$ cat config.mk
export PLATFORM = sky130hd
export DESIGN_NAME = spi_slv_reg_if_flat
export DESIGN_NICKNAME = d
export VERILOG_FILES = /design/src/rtl/spi_slv_pkg.sv /design/src/rtl/spi_slv_reg_if_if.sv /design/src/rtl/spi_slv_reg_if_sync.sv /design/src/rtl/spi_slv_reg_if.sv /design/src/flat_wrapper.sv
export SDC_FILE = /design/constraint.sdc
export NUM_CORES = 1
export LEC_CHECK = 0
export BUFFER_PORTS_ARGS = -buffer_cell sky130_fd_sc_hd__buf_2
export CAP_MARGIN = 20
export CORE_ASPECT_RATIO = 0.75
export CORE_MARGIN = 3
export CORE_UTILIZATION = 30
export CTS_CLUSTER_DIAMETER = 120
export DETAILED_ROUTE_END_ITERATION = 12
export PLACE_DENSITY = 0.5
export SLEW_MARGIN = 20
export SYNTH_ARGS = -nofsm -noshare
export SYNTH_HDL_FRONTEND = slang
export SYNTH_SLANG_ARGS = --single-unit
$ cat constraint.sdc
create_clock -name i_clk -period 2.4 [get_ports i_clk]
set_input_delay 0.12 -clock i_clk [delete_from_list [all_inputs] [get_ports i_clk]]
set_output_delay 0.12 -clock i_clk [all_outputs]
set_load 0.02 [all_outputs]
$ cat src/rtl/spi_slv_pkg.sv
// Shared state type, RW encoding and frame-length helper for the SPI slave register front end.
// Define SPI_SLV_PARITY_EN to append an even-parity bit to every frame.
package spi_slv_pkg;

    typedef enum logic [2:0] {
        WAIT_CSB_HIGH,
        IDLE,
        HDR,
        RD_DATA,
        WR_DATA,
        DONE
    } state_e;

    localparam logic RW_READ  = 1'b1;
    localparam logic RW_WRITE = 1'b0;

`ifdef SPI_SLV_PARITY_EN
    localparam int unsigned PAR_BITS = 1;
`else
    localparam int unsigned PAR_BITS = 0;
`endif

    function automatic int unsigned frame_len(input int unsigned aw, input int unsigned dw);
        return 1 + aw + dw + PAR_BITS;
    endfunction

endpackage

$ cat src/rtl/spi_slv_reg_if_if.sv
// SPI pad and register-bus signals of spi_slv_reg_if; slave is the DUT view, master the pad/bank view.
interface spi_slv_reg_if_if #(
    parameter int unsigned AW = 8,
    parameter int unsigned DW = 8
);
    logic          i_spi_sclk;
    logic          i_spi_csb;
    logic          i_spi_mosi;
    logic          o_spi_miso;
    logic          o_spi_miso_oe;
    logic          o_wen;
    logic          o_ren;
    logic [AW-1:0] o_addr;
    logic [DW-1:0] o_wdata;
    logic [DW-1:0] i_rdata;
    logic          o_busy;
    logic          o_frame_err;

    modport slave (
        input  i_spi_sclk, i_spi_csb, i_spi_mosi, i_rdata,
        output o_spi_miso, o_spi_miso_oe, o_wen, o_ren, o_addr, o_wdata, o_busy, o_frame_err
    );

    modport master (
        output i_spi_sclk, i_spi_csb, i_spi_mosi, i_rdata,
        input  o_spi_miso, o_spi_miso_oe, o_wen, o_ren, o_addr, o_wdata, o_busy, o_frame_err
    );
endinterface

$ cat src/rtl/spi_slv_reg_if_sync.sv
// spi_in_sync: SYNC_STAGES-deep synchroniser for one SPI pad input, reset to RST_VAL.
module spi_in_sync #(
    parameter int unsigned SYNC_STAGES = 2,
    parameter logic        RST_VAL     = 1'b0
) (
    input  logic i_clk,
    input  logic i_rst,
    input  logic i_d,
    output logic o_q
);
    logic [SYNC_STAGES-1:0] chain_q, chain_d;

    always_comb chain_d = {chain_q[SYNC_STAGES-2:0], i_d};

    always_ff @(posedge i_clk or posedge i_rst) begin
        if (i_rst) chain_q <= {SYNC_STAGES{RST_VAL}};
        else       chain_q <= chain_d;
    end

    assign o_q = chain_q[SYNC_STAGES-1];
endmodule

$ cat src/rtl/spi_slv_reg_if.sv
// SPI mode-0 slave turning oversampled frames {RW, addr, data[, parity]} into one-cycle register strobes.
// Optional even parity per frame is enabled by defining SPI_SLV_PARITY_EN.
module spi_slv_reg_if
    import spi_slv_pkg::*;
#(
    parameter int unsigned AW          = 8,
    parameter int unsigned DW          = 8,
    parameter int unsigned SYNC_STAGES = 2
) (
    input logic             i_clk,
    input logic             i_rst,
    spi_slv_reg_if_if.slave bus
);
    localparam int unsigned FRAME_LEN = frame_len(AW, DW);
    localparam int unsigned CW        = $clog2(FRAME_LEN + 1);
    localparam int unsigned SW        = FRAME_LEN;
    localparam int unsigned TXW       = DW + PAR_BITS;
    localparam int unsigned SETTLE    = SYNC_STAGES + 1;

    logic sclk_s, csb_s, mosi_s;

    spi_in_sync #(.SYNC_STAGES(SYNC_STAGES), .RST_VAL(1'b0)) u_sync_sclk (
        .i_clk(i_clk), .i_rst(i_rst), .i_d(bus.i_spi_sclk), .o_q(sclk_s));
    spi_in_sync #(.SYNC_STAGES(SYNC_STAGES), .RST_VAL(1'b1)) u_sync_csb (
        .i_clk(i_clk), .i_rst(i_rst), .i_d(bus.i_spi_csb), .o_q(csb_s));
    spi_in_sync #(.SYNC_STAGES(SYNC_STAGES), .RST_VAL(1'b0)) u_sync_mosi (
        .i_clk(i_clk), .i_rst(i_rst), .i_d(bus.i_spi_mosi), .o_q(mosi_s));

    logic sclk_q, sclk_d, csb_q, csb_d, mosi_q, mosi_d;
    logic sclk_rise_q, sclk_rise_d, sclk_fall_q, sclk_fall_d;
    logic csb_rise_q, csb_rise_d, csb_fall_q, csb_fall_d;

    always_comb begin
        sclk_d      = sclk_s;
        csb_d       = csb_s;
        mosi_d      = mosi_s;
        sclk_rise_d = sclk_s & ~sclk_q;
        sclk_fall_d = ~sclk_s & sclk_q;
        csb_rise_d  = csb_s & ~csb_q;
        csb_fall_d  = ~csb_s & csb_q;
    end

    always_ff @(posedge i_clk or posedge i_rst) begin
        if (i_rst) begin
            sclk_q      <= 1'b0;
            csb_q       <= 1'b1;
            mosi_q      <= 1'b0;
            sclk_rise_q <= 1'b0;
            sclk_fall_q <= 1'b0;
            csb_rise_q  <= 1'b0;
            csb_fall_q  <= 1'b0;
        end else begin
            sclk_q      <= sclk_d;
            csb_q       <= csb_d;
            mosi_q      <= mosi_d;
            sclk_rise_q <= sclk_rise_d;
            sclk_fall_q <= sclk_fall_d;
            csb_rise_q  <= csb_rise_d;
            csb_fall_q  <= csb_fall_d;
        end
    end

    state_e          state_q, state_d;
    logic [CW-1:0]   cnt_q, cnt_d, cnt_inc;
    logic [SW-2:0]   sh_q, sh_d;
    logic [SW-1:0]   sh_shift;
    logic [TXW-1:0]  tx_q, tx_d, tx_load;
    logic            miso_q, miso_d, wen_q, wen_d, ren_q, ren_d, err_q, err_d;
    logic [AW-1:0]   addr_q, addr_d;
    logic [DW-1:0]   wdata_q, wdata_d;
    logic            hdr_end, last_bit, last_rise, frame_ok;

    always_comb begin
        sh_shift  = {sh_q, mosi_q};
        cnt_inc   = (cnt_q == CW'(FRAME_LEN)) ? cnt_q : cnt_q + CW'(1);
        hdr_end   = (cnt_q == CW'(AW));
        last_bit  = (cnt_q == CW'(FRAME_LEN - 1));
        last_rise = sclk_rise_q & last_bit;
`ifdef SPI_SLV_PARITY_EN
        frame_ok  = (sh_shift[SW-1] == RW_WRITE) && !(^sh_shift);
        tx_load   = {bus.i_rdata, ^bus.i_rdata};
`else
        frame_ok  = (sh_shift[SW-1] == RW_WRITE);
        tx_load   = bus.i_rdata;
`endif
    end

    always_ff @(posedge i_clk or posedge i_rst) begin
        if (i_rst) state_q <= WAIT_CSB_HIGH;
        else       state_q <= state_d;
    end

    // A final rising edge that coincides with csb rising completes the frame rather than aborting it.
    always_comb begin
        state_d = state_q;
        unique case (state_q)
            WAIT_CSB_HIGH: if (csb_q && cnt_q >= CW'(SETTLE)) state_d = IDLE;
            IDLE:          if (csb_fall_q) state_d = HDR;
            HDR: begin
                if (csb_rise_q)                 state_d = IDLE;
                else if (sclk_rise_q && hdr_end) state_d = (sh_shift[AW] == RW_READ) ? RD_DATA : WR_DATA;
            end
            RD_DATA, WR_DATA: begin
                if (last_rise)       state_d = csb_rise_q ? IDLE : DONE;
                else if (csb_rise_q) state_d = IDLE;
            end
            DONE:          if (csb_rise_q) state_d = IDLE;
            default:       state_d = WAIT_CSB_HIGH;
        endcase
    end

    // The counter doubles as a settle timer in WAIT_CSB_HIGH so the reset value of the csb chain is never trusted.
    always_comb begin
        cnt_d   = cnt_q;
        sh_d    = sh_q;
        tx_d    = tx_q;
        miso_d  = miso_q;
        wen_d   = 1'b0;
        ren_d   = 1'b0;
        err_d   = 1'b0;
        addr_d  = addr_q;
        wdata_d = wdata_q;
        unique case (state_q)
            WAIT_CSB_HIGH: cnt_d = cnt_inc;
            IDLE: begin
                cnt_d  = '0;
                miso_d = 1'b0;
            end
            HDR: begin
                if (csb_rise_q) begin
                    err_d = 1'b1;
                end else if (sclk_rise_q) begin
                    sh_d  = sh_shift[SW-2:0];
                    cnt_d = cnt_inc;
                    if (hdr_end && sh_shift[AW] == RW_READ) begin
                        ren_d  = 1'b1;
                        addr_d = sh_shift[AW-1:0];
                    end
                end
            end
            RD_DATA: begin
                if (ren_q) tx_d = tx_load;
                if (sclk_fall_q) begin
                    miso_d = tx_q[TXW-1];
                    tx_d   = {tx_q[TXW-2:0], 1'b0};
                end
                if (sclk_rise_q) cnt_d = cnt_inc;
                if (csb_rise_q && !last_rise) err_d = 1'b1;
            end
            WR_DATA: begin
                if (sclk_rise_q) begin
                    sh_d  = sh_shift[SW-2:0];
                    cnt_d = cnt_inc;
                end
                if (last_rise) begin
                    if (frame_ok) begin
                        wen_d   = 1'b1;
                        addr_d  = sh_shift[PAR_BITS+DW +: AW];
                        wdata_d = sh_shift[PAR_BITS +: DW];
                    end else begin
                        err_d = 1'b1;
                    end
                end else if (csb_rise_q) begin
                    err_d = 1'b1;
                end
            end
            default: ;
        endcase
    end

    always_ff @(posedge i_clk or posedge i_rst) begin
        if (i_rst) begin
            cnt_q   <= '0;
            sh_q    <= '0;
            tx_q    <= '0;
            miso_q  <= 1'b0;
            wen_q   <= 1'b0;
            ren_q   <= 1'b0;
            err_q   <= 1'b0;
            addr_q  <= '0;
            wdata_q <= '0;
        end else begin
            cnt_q   <= cnt_d;
            sh_q    <= sh_d;
            tx_q    <= tx_d;
            miso_q  <= miso_d;
            wen_q   <= wen_d;
            ren_q   <= ren_d;
            err_q   <= err_d;
            addr_q  <= addr_d;
            wdata_q <= wdata_d;
        end
    end

    always_comb begin
        bus.o_spi_miso    = miso_q;
        bus.o_spi_miso_oe = (state_q == RD_DATA);
        bus.o_wen         = wen_q;
        bus.o_ren         = ren_q;
        bus.o_addr        = addr_q;
        bus.o_wdata       = wdata_q;
        bus.o_busy        = state_q inside {HDR, RD_DATA, WR_DATA, DONE};
        bus.o_frame_err   = err_q;
    end
endmodule

$ cat src/flat_wrapper.sv
// flat-port wrapper written by rule: the top's interface ports become plain ports
module spi_slv_reg_if_flat import spi_slv_pkg::*;
#(
    parameter int unsigned AW          = 8,
    parameter int unsigned DW          = 8,
    parameter int unsigned SYNC_STAGES = 2
)
  (i_clk, i_rst, bus_i_spi_sclk, bus_i_spi_csb, bus_i_spi_mosi, bus_i_rdata, bus_o_spi_miso, bus_o_spi_miso_oe, bus_o_wen, bus_o_ren, bus_o_addr, bus_o_wdata, bus_o_busy, bus_o_frame_err);
  spi_slv_reg_if_if #(.AW(AW), .DW(DW)) bus_i ();
  input logic i_clk;
  input logic i_rst;
  input wire logic [$bits(bus_i.i_spi_sclk)-1:0] bus_i_spi_sclk;
  input wire logic [$bits(bus_i.i_spi_csb)-1:0] bus_i_spi_csb;
  input wire logic [$bits(bus_i.i_spi_mosi)-1:0] bus_i_spi_mosi;
  input wire logic [$bits(bus_i.i_rdata)-1:0] bus_i_rdata;
  output wire logic [$bits(bus_i.o_spi_miso)-1:0] bus_o_spi_miso;
  output wire logic [$bits(bus_i.o_spi_miso_oe)-1:0] bus_o_spi_miso_oe;
  output wire logic [$bits(bus_i.o_wen)-1:0] bus_o_wen;
  output wire logic [$bits(bus_i.o_ren)-1:0] bus_o_ren;
  output wire logic [$bits(bus_i.o_addr)-1:0] bus_o_addr;
  output wire logic [$bits(bus_i.o_wdata)-1:0] bus_o_wdata;
  output wire logic [$bits(bus_i.o_busy)-1:0] bus_o_busy;
  output wire logic [$bits(bus_i.o_frame_err)-1:0] bus_o_frame_err;
  assign bus_i.i_spi_sclk = bus_i_spi_sclk;
  assign bus_i.i_spi_csb = bus_i_spi_csb;
  assign bus_i.i_spi_mosi = bus_i_spi_mosi;
  assign bus_i.i_rdata = bus_i_rdata;
  assign bus_o_spi_miso = bus_i.o_spi_miso;
  assign bus_o_spi_miso_oe = bus_i.o_spi_miso_oe;
  assign bus_o_wen = bus_i.o_wen;
  assign bus_o_ren = bus_i.o_ren;
  assign bus_o_addr = bus_i.o_addr;
  assign bus_o_wdata = bus_i.o_wdata;
  assign bus_o_busy = bus_i.o_busy;
  assign bus_o_frame_err = bus_i.o_frame_err;
  spi_slv_reg_if #(.AW(AW), .DW(DW), .SYNC_STAGES(SYNC_STAGES)) u_core (.i_clk(i_clk), .i_rst(i_rst), .bus(bus_i));
endmodule
# Word level (Yosys, flattened, before mapping)

Cells that the tools add are included.

Register bits after elaboration: 65
Output and inout port bits: 22
Logic and storage cells: 106

Add/sub/neg operators: 1
$lt $le $gt $ge: 1
Equality and inequality tests: 17
Mux-type cells: 38
Bitwise operators: 10
Reductions and logical operators: 19

Operators with widths:

| operator                                                                            | number |
|---|---|
| 8-bit 2-to-1 mux                                                                    | 7 |
| 16-bit 2-to-1 mux                                                                   | 2 |
| 16-bit one-hot mux with 2 select lines                                              | 1 |
| 3-bit 2-to-1 mux                                                                    | 8 |
| 5-bit one-hot mux with 4 select lines                                               | 1 |
| 8-bit one-hot mux with 2 select lines                                               | 1 |
| 5-bit 2-to-1 mux                                                                    | 3 |
| 3-bit one-hot mux with 5 select lines                                               | 1 |
| 1-bit 2-to-1 mux                                                                    | 12 |
| 2-bit by 1-bit != test with 1-bit output, second input constant                     | 6 |
| 5-bit == test, second input constant                                                | 2 |
| 2-bit AND reduction                                                                 | 4 |
| 4-bit nonzero test                                                                  | 2 |
| 3-bit by 2-bit == test with 1-bit output, second input constant                     | 2 |
| 3-bit == test, second input constant                                                | 2 |
| 3-bit AND reduction                                                                 | 2 |
| 6-bit AND reduction                                                                 | 1 |
| 2-bit nonzero test                                                                  | 3 |
| 5-bit by 1-bit adder with 5-bit output, second input constant                       | 1 |
| 1-bit bitwise AND                                                                   | 5 |
| 5-bit by 4-bit == test with 1-bit output, second input constant                     | 1 |
| 5-bit by 2-bit greater-or-equal comparator with 1-bit output, second input constant | 1 |
| 1-bit inverter                                                                      | 5 |
| 1-bit logical AND                                                                   | 4 |
| 8 further kinds                                                                     | 9 |

# Longest topological paths before layout

Gate-level depths: netlist of run 1.

Word-level depth: 6
Gate-level depth with buffers: 8
Gate-level depth less buffers: 6

# Cells and area by module

Synthesis of run 1 repeated with hierarchy kept, for this count alone.

Cells, all modules: 228
Area total of the unflattened synthesis: 2921.6 µm²

Modules (own cells, without submodules):

| module                                | times used | cells each | area each (µm²) | seq. area each (µm²) |
|---|---|---|---|---|
| spi_slv_reg_if                        | 1          | 219        | 2757.6          | 1477.7 |
| spi_in_sync at u_core.u_sync_mosi ... | 2          | 3          | 53.8            | 50.0 |
| spi_in_sync at u_core.u_sync_csb      | 1          | 3          | 56.3            | 52.6 |

# Least setup slack after synthesis of run 1

Ideal clock, no wire load.

Kind: register to register
Start: register u_core.cnt_q[0]
End: register u_core.addr_q[0], in the netlist u_core.bus.o_addr[0]
Arrival time: 1663 ps
Setup slack: 611 ps
Stages on the path, launching flop included: 9
Path buffers: 2
Cell sequence: dfrtp_1 inv_1 ha_1 nand2_1 nand4bb_1 buf_2 nor2b_1 buf_6 mux2_4

Cells in the longest elaborated chain, start to end: 4

RTL lines:

| element                                                                          | line                                        | text |
|---|---|---|
| start, declared                                                                  | spi_slv_reg_if.sv:64                        | `logic [CW-1:0] cnt_q, cnt_d, cnt_inc;` |
| start signal, assigned                                                           | spi_slv_reg_if.sv:183                       | `cnt_q <= cnt_d;` |
| 5-bit == test / 5-bit by 4-bit == test with 1-bit output (equally long branches) | spi_slv_reg_if.sv:77, spi_slv_reg_if.sv:76  |  |
| 1-bit bitwise AND / 1-bit logical AND (equally long branches)                    | spi_slv_reg_if.sv:78, spi_slv_reg_if.sv:135 |  |
| 2-bit by 1-bit != test with 1-bit output (no line)                               | n/a                                         |  |
| 6-bit AND reduction (no line) (*)                                                | n/a                                         |  |
| end signal, assigned                                                             | spi_slv_reg_if.sv:190                       | `addr_q <= addr_d;` |
| end, declared                                                                    | spi_slv_reg_if.sv:69                        | `logic [AW-1:0] addr_q, addr_d;` |

Mark *: on every way between the ends. The rest lies on a longest branch, timed or not.
A chain may end at the register's enable or synchronous reset.

# Final worst setup path of run 1

Start: register u_core.state_q[0]
End: register u_core.addr_q[1], in the netlist u_core.bus.o_addr[1]

Cells in the longest elaborated chain, start to end: 3

RTL lines:

| element                                                                          | line                  | text |
|---|---|---|
| start, declared                                                                  | spi_slv_reg_if.sv:63  | `state_e state_q, state_d;` |
| start signal, assigned                                                           | spi_slv_reg_if.sv:90  | `else state_q <= state_d;` |
| 3-bit by 2-bit == test with 1-bit output / 3-bit == test (equally long branches) | spi_slv_reg_if.sv:123 | `unique case (state_q)` |
| 2-bit by 1-bit != test with 1-bit output (no line) (tied with other cells)       | n/a                   |  |
| 6-bit AND reduction (no line)                                                    | n/a                   |  |

Parallel ways exist; a longest one is shown, timed or not.

==> results_dict.tcl, run 1 <==
set metrics [dict create \
    relSlewSlack 0.674 \
    hp-class "primary input to flip-flop" \
    synth_ff_type "dfrtp_1" \
    synth_top_family_by_area "multiplexers" \
    cp_max_fo 14 \
    synth_compound_area_frac 0.0768 \
    synthArstFlopShare 1.00 \
    end_kind "flip-flop" \
    finalNonFillerCells 400 \
    reg2reg_from "u_core.state_q[0]" \
    finClkSkew_ns 0.00460 \
    die_area_um2 10800 \
    drtIter0Drc 111 \
    dp_hpwl_mm 3.68 \
    p_int_mw 2.40 \
    grt_remaining_overflow 0 \
    ir_drop_mv 0.366 \
    crit_chain "nor4b_2 > and4bb_1 > nor2b_1 > buf_4 > mux2_4" \
    cp.arrival_ns 2.08 \
    cts.clk_slew.worst_paths_ns 0.05 \
    final_layout_size_suffix_gt1_frac 0.371 \
    status "finished clean" \
    cts_buffers 9 \
    p_leak_nw 1.74 \
    wl_mm 5.56 \
    min_to "u_core.tx_q[0]" \
    r2r_end "u_core.bus.o_addr[1]" \
    nets 284 \
    synthMuxAreaShare 0.208 \
    synth_top_cell_area_share 0.538 \
    drc 0 \
    ys_ff_latch 65 \
    vias 1802 \
    power.switching_mw 1.09 \
    post_cts_resized 0 \
    sw_frac_of_total 0.312 \
    hold_path.startpoint "bus_i_rdata[0]" \
    synth_cell_types 44 \
    num_antenna_cells 0 \
    start_kind "flip-flop" \
    dr.pass1.iters 4 \
    cpMaxStageDelayCell "dfrtp_1" \
    pre_cts_slack_ns 0.520 \
    cts_max_level 3 \
    finalMaxSlewViolations 0 \
    worstMarginPinSlew_ns 0.489 \
    critPathMaxStageDelay_ns 0.52 \
    port_buffers 34 \
    synthesis.nets 239 \
    r2r_cells 5 \
    hold_viol 0 \
    vias_per_cell 4.51 \
    cap_violations 0 \
    cp_num_buf_inv 1 \
    syn_area_um2 2880 \
    synth_area_leaders "dfrtp_1 (54%), mux2_2 (11%), mux2i_1 (4.2%)" \
    p_seq_frac 0.419 \
    setup_tns_ns 0 \
    synth-simple-area-share 0.106 \
    rsz0062_at_grt "false" \
    utilization 0.383 \
    holdWs_ns 0.0959 \
    coreArea_um2 9200 \
    setup_viol 0 \
    holdPathStages 3 \
    setup_ws_ns 0.527 \
    synth_fa_ha_area_frac 0.0130 \
    synth-edff-count 0 \
    syn_to_final_growth_pct 22.3 \
    clock-root-buffer "clkbuf_16" \
    rows 30 \
    wl_per_cell_um 13.9 \
    yosysWarnings 0 \
    ios 35 \
    gp_congestion 0.759 \
    antenna_found_initial 0 \
    crit_path_start "u_core.state_q[0]" \
    ant_nets 0 \
    yosysSeqAreaShare 0.565 \
    clock_sinks 65 \
    grt_pass1_vias 1810 \
    p_per_area_nw_per_um2 989 \
    avgSynthCellArea_um2 12.9 \
    power_frac_comb 0.247 \
    synth_top_area_cell "dfrtp_1" \
    worstSkewPairLatency_ns 0.33 \
    syn_inst 223 \
    clkPwrFrac 0.334 \
    track_usage 0.112 \
    min_period_ns 1.87 \
    r2r_slack_ns 0.53 \
    critPathKind "flip-flop to flip-flop" \
    crit_required_ns 2.61 \
    synthXorXnorAreaFrac 0 \
    placedCellCount 381 \
    cts_tree "yes" \
    grt_max_degree 66 \
    post-route-period-util 0.780 \
    die_w_um 119 \
    dieHeight_um 90.9 \
    start_util 0.314 \
    nFillCells 914 \
    cts_max_path_buffers 2 \
    max_freq_ghz 0.534 \
    crit_family "simple AND/OR/NAND/NOR gates" \
    grt_pass1_wl_mm 9.37 \
]
## cells in the mapped netlist, drive strengths merged (2+ instances only)
cell and n:
nor3b 2, a31oi 2, inv 8, a211oi 4
clkbuf 3, a21oi 7, a21o 2, dfrtp 62
ha 3, nand2 11, dfstp 3, o211ai 3
buf 8, o31ai 2, o22ai 3, mux2 40
o21a 2, o21ai 2, mux2i 12, nor2b 6
nand2b 7, nor2 10, nand3 4
## layer usage
layer  vias up  track usage  wire, µm
met5         -            0         0
met4         0       0.0492        98
met3         8       0.0470       308
met2        37        0.138      2130
met1       875        0.166      3030
li1        882            -         -
## worst max path at each step
stage	to	cells past startpoint
4_1_cts	u_core.bus.o_addr[1]	5
3_3_place_gp	u_core.bus.o_addr[2]	5
5_1_grt	u_core.bus.o_addr[1]	5
6_report	u_core.bus.o_addr[1]	5
2_1_floorplan	u_core.bus.o_addr[0]	8
3_5_place_dp	u_core.bus.o_addr[1]	5
## state kept, by name, summed over array words and instances, names as in the netlist, 2 cells and up
name,cells
u_core.cnt_q,5
u_core.tx_q,8
u_core.u_sync_sclk.chain_q,2
u_core.u_sync_mosi.chain_q,2
u_core.sh_q,16
u_core.u_sync_csb.chain_q,2
u_core.bus.o_addr,8
u_core.bus.o_wdata,8
u_core.state_q,3
## power groups by stage
stage               combinational (mW)  sequential [mW]  clock, mW
floorplan                        0.712             1.41          0
CTS                              0.877             1.46       1.20
finish                           0.861             1.46       1.16
detailed placement               0.865             1.48          0
global placement                 0.861             1.47          0
global route                     0.979             1.49       1.25
## what timing repair did
| item | CTS | global route |
|---|---|---|
| endpoints found under the hold margin | 65 | 0 |
| hold buffers | 4 | 0 |
| buffers inserted | 0 | 0 |
## per-stage QoR
stage                     total power [mW]  cell area [µm²]
final                                 3.49             3530
after global routing                  3.72             3530
after CTS                             3.54             3530
after detailed placement              2.34             3220
after global placement                2.33             3220
after floorplan                       2.12             2880
## final cells by class
type                    count  area [µm²]  area share
flip-flops and latches     65        1630       0.462
clock buffers              12         246      0.0699
well taps                 128         160      0.0454
multi-input cells         139        1170       0.331
inverters                   8        30.0     0.00852
clock inverters             3        17.5     0.00497
repair buffers             45         275      0.0781
## cell families (layout without fill, tap and decap cells)
| group | Yosys count | count (layout) |
|---|---|---|
| buf+inv | 19 | 68 |
| flops | 65 | 65 |
| simple gates | 52 | 52 |
| compound gates | 32 | 32 |
| fa+ha+maj | 3 | 3 |
| mux | 52 | 52 |
## worst min-delay path, stage by stage
cell and delay, ns:
buf_2 0.08, a31oi_1 0.07, o22ai_1 0.11
## cell usage in the layout (no fill, tap or decap), types with 7 or more instances in the layout
| cell type | n |
|---|---|
| dfrtp_1 | 62 |
| buf_2 | 34 |
| mux2_2 | 28 |
| mux2i_1 | 12 |
| nand2_1 | 11 |
| nor2_1 | 10 |
| clkbuf_16 | 9 |
| mux2_4 | 8 |
| a21oi_1 | 7 |
| inv_1 | 7 |
| nand2b_1 | 7 |
(Power assumes the default switching activity.)
==> run 2, diff against run 1 <==
Settings changed: ABC_AREA set to 1.
Clock period 2.4 ns to 1.8 ns, I/O delays scaled along.
==> results_dict.tcl, run 2 <==
set metrics [dict create \
    status "finished clean" \
    p_int_mw 3.41 \
    final_layout_size_suffix_gt1_frac 0.224 \
    hp-class "primary input to flip-flop" \
    nets 386 \
    crit_end "u_core.bus.o_addr[3]" \
    die_w_um 119 \
    track_usage 0.121 \
    sw_frac_of_total 0.324 \
    cts_max_level 3 \
    yosysWarnings 0 \
    placedCellCount 483 \
    holdPathStages 3 \
    clock_sinks 65 \
    ys_top_cells_by_count "nand2_1 (83), dfrtp_1 (62), nor2_1 (35), inv_1 (32), o21ai_0 (25)" \
    synth_top_area_cell "dfrtp_1" \
    hold_viol 0 \
    synthesis.nets 342 \
    cp_max_fo 18 \
    clkPwrFrac 0.353 \
    post-synth-top-count-cell "nand2_1" \
    r2r_end "u_core.bus.o_addr[3]" \
    layout_commonest_cell "nand2_1" \
    vias_per_cell 4.37 \
    p_per_area_nw_per_um2 1420 \
    ir_drop_mv 0.641 \
    port_buffers 34 \
    worstSkewPairLatency_ns 0.33 \
    synth_area_leaders "dfrtp_1 (54%), nand2_1 (11%), nor2_1 (4.5%)" \
    regMostFlops "u_core.sh_q" \
    cts_setup_buffers 0 \
    synthArstFlopShare 1.00 \
    antenna_found_initial 0 \
    ys_ff_latch 65 \
    nFillCells 940 \
    crit_chain "inv_1 > ha_1 > nand2_1 > inv_1 > nand3_2 > inv_2 > nand2_4 > nand2_4 > nor2_1 > a21oi_1" \
    p_leak_nw 1.81 \
    start_util 0.314 \
    drc 0 \
    finalMaxSlewViolations 0 \
    ios 35 \
    avgSynthCellArea_um2 8.86 \
    crit_required_ns 2.05 \
    grt_remaining_overflow 0 \
    power_frac_comb 0.262 \
    synth_ff_type "dfrtp_1" \
    critPathKind "flip-flop to flip-flop" \
    dr.pass1.iters 5 \
    finClkSkew_ns 0.00752 \
    coreArea_um2 9200 \
    cts_max_path_buffers 2 \
    grt_max_degree 51 \
    setup_tns_ns 0 \
    relSlewSlack 0.754 \
    largest_reg_flops 16 \
    drtIter0Drc 122 \
    post-route-period-util 0.893 \
    syn_to_final_growth_pct 23.3 \
    syn_inst 326 \
    worstMarginPinSlew_ns 0.369 \
    r2r_cells 10 \
    cp.arrival_ns 1.86 \
    vias 2198 \
    crit_path_start "u_core.cnt_q[1]" \
    yosysSeqAreaShare 0.564 \
    setup_ws_ns 0.193 \
    num_antenna_cells 0 \
    end_kind "flip-flop" \
    r2r_slack_ns 0.19 \
    die_area_um2 10900 \
    gp_congestion 0.802 \
    cpMaxStageDelayCell "dfrtp_1" \
    pre_cts_slack_ns 0.148 \
    rsz0062_at_grt "false" \
    dieHeight_um 91.0 \
    reg2reg_from "u_core.cnt_q[1]" \
    grt_pass1_vias 2181 \
    dp_hpwl_mm 4.18 \
    critPathMaxStageDelay_ns 0.42 \
    rows 30 \
    min_period_ns 1.61 \
    wl_per_cell_um 11.7 \
    layout_common_cells "nand2_1 (83), dfrtp_1 (61), nor2_1 (34), buf_2 (34), inv_1 (31)" \
    p_seq_frac 0.386 \
    synth_cell_types 31 \
    clock-root-buffer "clkbuf_16" \
    grt_pass1_wl_mm 10.5 \
    syn_area_um2 2890 \
    finalNonFillerCells 503 \
    cap_violations 0 \
    power.switching_mw 1.64 \
    ant_nets 0 \
    start_kind "flip-flop" \
    setup_viol 0 \
    cts_buffers 9 \
    cts.clk_slew.worst_paths_ns 0.06 \
    synth-edff-count 0 \
    synth_top_cell_area_share 0.537 \
    cts_tree "yes" \
    wl_mm 5.91 \
    max_freq_ghz 0.622 \
]
-- run 2: cell types whose count changed after synthesis, moves of 8 or more --
| cell | delta |
|---|---|
| nand2_1 | +72 |
| mux2_2 | -28 |
| nor2_1 | +25 |
| inv_1 | +24 |
| o21ai_0 | +24 |
| mux2i_1 | -12 |
| o21ai_1 | +9 |
| mux2_4 | -8 |
-- run 2: power by group through the flow --
stage | clock, mW | sequential (mW) | combinational (mW)
finish | 1.78 | 1.94 | 1.32
global route | 1.89 | 1.99 | 1.53
CTS | 1.84 | 1.94 | 1.33
detailed placement | 0 | 1.96 | 1.32
global placement | 0 | 1.95 | 1.33
floorplan | 0 | 1.92 | 1.01
-- run 2: what timing repair did --
action | CTS | global route
endpoints found under the setup margin | 0 | 8
endpoints found under the hold margin | 18 | 0
gates resized for setup | 0 | 3
hold buffers | 4 | 0
-- run 2: metal layers --
metal  global-route usage  wire length [µm]  up-vias
met2                0.158              2250       47
met3               0.0517               443       11
met4               0.0429                89        0
met1                0.177              3130     1014
li1                     -                 -     1126
met5                    0                 0        -
-- run 2: how the worst min path moves through the flow --
stage | start | to | slack [ns]
floorplan | bus_i_spi_csb | u_core.u_sync_csb.chain_q[0] | 0.09
global placement | i_rst | u_core.tx_q[1] | 0.09
detailed placement | i_rst | u_core.bus.o_frame_err | 0.09
CTS | bus_i_rdata[0] | u_core.tx_q[0] | 0.003
global route | bus_i_rdata[0] | u_core.tx_q[0] | 0.03
finish | bus_i_rdata[0] | u_core.tx_q[0] | 0.01
-- run 2: final cells by class --
cell class / count / area (µm²) / area share
clock buffer: 12 / 267 / 0.0748
clock inverter: 4 / 50.0 / 0.0141
inverter: 35 / 131 / 0.0369
multi-input combinational: 216 / 1060 / 0.298
sequential: 65 / 1630 / 0.458
tap: 128 / 160 / 0.0450
timing repair buffer: 43 / 260 / 0.0731
-- run 2: cells by family after synthesis --
family                     share of synthesized area
adders and majority gates                     0.0130
DFF                                            0.564
and+or+nand+nor                                0.234
AOI/OAI and AO/OA                              0.115
xor gates and xnor gates                     0.00303
buffers and inverters                         0.0710
-- run 2: through the flow --
step	instance area, µm²	hold slack (ns)	power, mW	utilization
2_1_floorplan	2890	0.0945	2.93	-
3_3_place_gp	3200	0.0892	3.29	0.347
3_5_place_dp	3200	0.0872	3.28	0.347
4_1_cts	3550	0.00286	5.11	0.386
5_1_grt	3560	0.0251	5.41	0.387
6_report	3560	0.0147	5.04	0.387
-- run 2: worst max-delay path, delay by kind of cell (launching register included) --
kind                     cells  cell delay [ns]
AND/OR/NAND/NOR              5             0.56
flip-flops                   1             0.42
buffers and inverters        3             0.29
adder cells (fa/ha/maj)      1             0.15
AO/OA/AOI/OAI                1             0.12
==> run 3, diff against run 2 <==
Settings changed: CTS_BUF_LIST set to sky130_fd_sc_hd__clkbuf_4 sky130_fd_sc_hd__clkbuf_8, HOLD_SLACK_MARGIN set to 0.08, SYNTH_HIERARCHICAL set to 1.
==> results_dict.tcl, run 3 <==
set metrics [dict create \
    wl_mm 6.31 \
    hold_viol 0 \
    avgSynthCellArea_um2 8.46 \
    ant_nets 0 \
    yosysWarnings 6 \
    setup_ws_ns 0.216 \
    num_antenna_cells 0 \
    critPathKind "flip-flop to flip-flop" \
    grt_pass1_vias 2166 \
    rsz0062_at_grt "false" \
    gp_congestion 0.877 \
    vias 2293 \
    coreArea_um2 9200 \
    cts_tree "yes" \
    synth_area_leaders "dfrtp_1 (54%), nand2_1 (13%), o21ai_0 (6.6%)" \
    syn_inst 340 \
    start_util 0.313 \
    crit_chain "inv_1 > ha_1 > nand2_1 > inv_1 > nand3_2 > o21ai_4 > buf_12 > nand3_1 > nand2_1" \
    hp-class "primary input to async pin" \
    synthArstFlopShare 1.00 \
    yosysSeqAreaShare 0.567 \
    ir_drop_mv 0.407 \
    cts_max_level 3 \
    end_kind "flip-flop" \
    antenna_found_initial 0 \
    finalMaxSlewViolations 0 \
    dp_hpwl_mm 4.51 \
    nets 416 \
    grt_max_degree 44 \
    setup_viol 0 \
    clock-root-buffer "clkbuf_8" \
    drtIter0Drc 138 \
    vias_per_cell 4.31 \
    synth_top_area_cell "dfrtp_1" \
    clock_sinks 65 \
    dieHeight_um 90.8 \
    die_area_um2 10800 \
    finClkSkew_ns 0.00704 \
    pre_cts_slack_ns 0.0767 \
    grt_pass1_wl_mm 10.7 \
    worstMarginPinSlew_ns 0.392 \
    synth-edff-count 0 \
    start_kind "flip-flop" \
    ys_top_cells_by_count "nand2_1 (101), dfrtp_1 (62), inv_1 (41), o21ai_0 (38), nor2_1 (29)" \
    post-synth-top-count-cell "nand2_1" \
    cp.arrival_ns 1.87 \
    layout_common_cells "nand2_1 (101), dfrtp_1 (62), inv_1 (40), o21ai_0 (38), buf_2 (34)" \
    setup_tns_ns 0 \
    crit_required_ns 2.08 \
    worstSkewPairLatency_ns 0.35 \
    p_leak_nw 1.81 \
    final_layout_size_suffix_gt1_frac 0.186 \
    post-route-period-util 0.880 \
    p_per_area_nw_per_um2 1330 \
    grt_remaining_overflow 0 \
    synth_cell_types 25 \
    min_period_ns 1.58 \
    layout_commonest_cell "nand2_1" \
    dr.pass1.iters 8 \
    nFillCells 967 \
    synth_top_cell_area_share 0.539 \
    ios 35 \
    regMostFlops "u_core/sh_q" \
    crit_family "flip-flops" \
    die_w_um 119 \
    cts_buffers 9 \
    syn_to_final_growth_pct 25.6 \
    ys_ff_latch 65 \
    syn_area_um2 2880 \
    synthesis.nets 356 \
    port_buffers 34 \
    relSlewSlack 0.738 \
    critPathMaxStageDelay_ns 0.43 \
    track_usage 0.126 \
    max_freq_ghz 0.631 \
    rows 30 \
    cts.clk_slew.worst_paths_ns 0.06 \
    largest_reg_flops 16 \
    status "finished clean" \
    synth_ff_type "dfrtp_1" \
    cap_violations 0 \
    cpMaxStageDelayCell "dfrtp_1" \
    wl_per_cell_um 11.9 \
    cts_max_path_buffers 2 \
    drc 0 \
    cp_num_buf_inv 3 \
    cp_max_fo 6 \
]
[run 3: report_power, final]
part / switching, mW / total (mW) / internal [mW]
sequential: 0.231 / 1.97 / 1.74
clock: 0.530 / 1.25 / 0.718
combinational: 0.977 / 1.58 / 0.600
total: 1.74 / 4.80 / 3.06
[run 3: path summary, 6_finish.rpt]
check	endpoint	slack, ns	start	cells past startpoint
max	u_core/bus.o_addr[5]	0.22	u_core/cnt_q[1]	9
max in group asynchronous	u_core/tx_q[3]	0.95	i_rst	4
min	u_core/u_sync_mosi/chain_q[0]	0.16	i_rst	3
max reg2reg	u_core/bus.o_addr[5]	0.22	u_core/cnt_q[1]	9
min in group i_clk	u_core/mosi_q	0.35	u_core/u_sync_mosi/chain_q[1]	0
min reg2reg	u_core/mosi_q	0.35	u_core/u_sync_mosi/chain_q[1]	0
[run 3: routing by layer]
layer,part of all wire,vias up,routed length (µm),track usage
li1,-,1193,-,-
met1,0.53,1027,3360,0.185
met2,0.39,65,2440,0.157
met3,0.068,8,430,0.0532
met4,0.013,0,79,0.0559
met5,0,-,0,0
[run 3: repair_timing]
action | 4_1_cts | 5_1_grt
setup buffers | 0 | 1
hold endpoints to repair | 33 | 0
endpoints found under the setup margin | 0 | 8
hold buffers | 12 | 0
resized for setup | 0 | 2
[run 3: logic make-up after synthesis]
kind of cell,count (synthesis),share of synthesized area
AOI/OAI and AO/OA,53,0.100
xor gates and xnor gates,1,0.00304
adders and majority gates,3,0.0130
buffers and inverters,50,0.0704
DFF,65,0.567
and+or+nand+nor,168,0.247
[run 3: cell type report]
cell class              count  area [µm²]  share of cell area
well taps                 128         160              0.0443
multi-input cells         225        1060               0.292
repair buffers             57         410               0.114
inverters                  42         158              0.0436
flip-flops and latches     65        1630               0.451
clock inverters             3        40.0              0.0111
clock buffers              12         159              0.0440
[run 3: per-stage QoR]
step                cells  utilization  hold slack, ns  cell area (µm²)  total power, mW
floorplan             340            -          -0.169             2880             3.03
global placement      504        0.355         -0.0200             3260             3.50
detailed placement    504        0.355         -0.0171             3260             3.51
CTS                   531        0.390           0.145             3580             4.81
global route          532        0.393           0.160             3610             5.18
finish                532        0.393           0.159             3610             4.80
[run 3: worst reg2reg max path, delay by kind of cell (launching register included)]
family / cells / cell delay, ns
adders and majority gates: 1 / 0.14
DFF: 1 / 0.43
and+or+nand+nor: 4 / 0.34
AOI/OAI and AO/OA: 1 / 0.27
buffers and inverters: 3 / 0.34
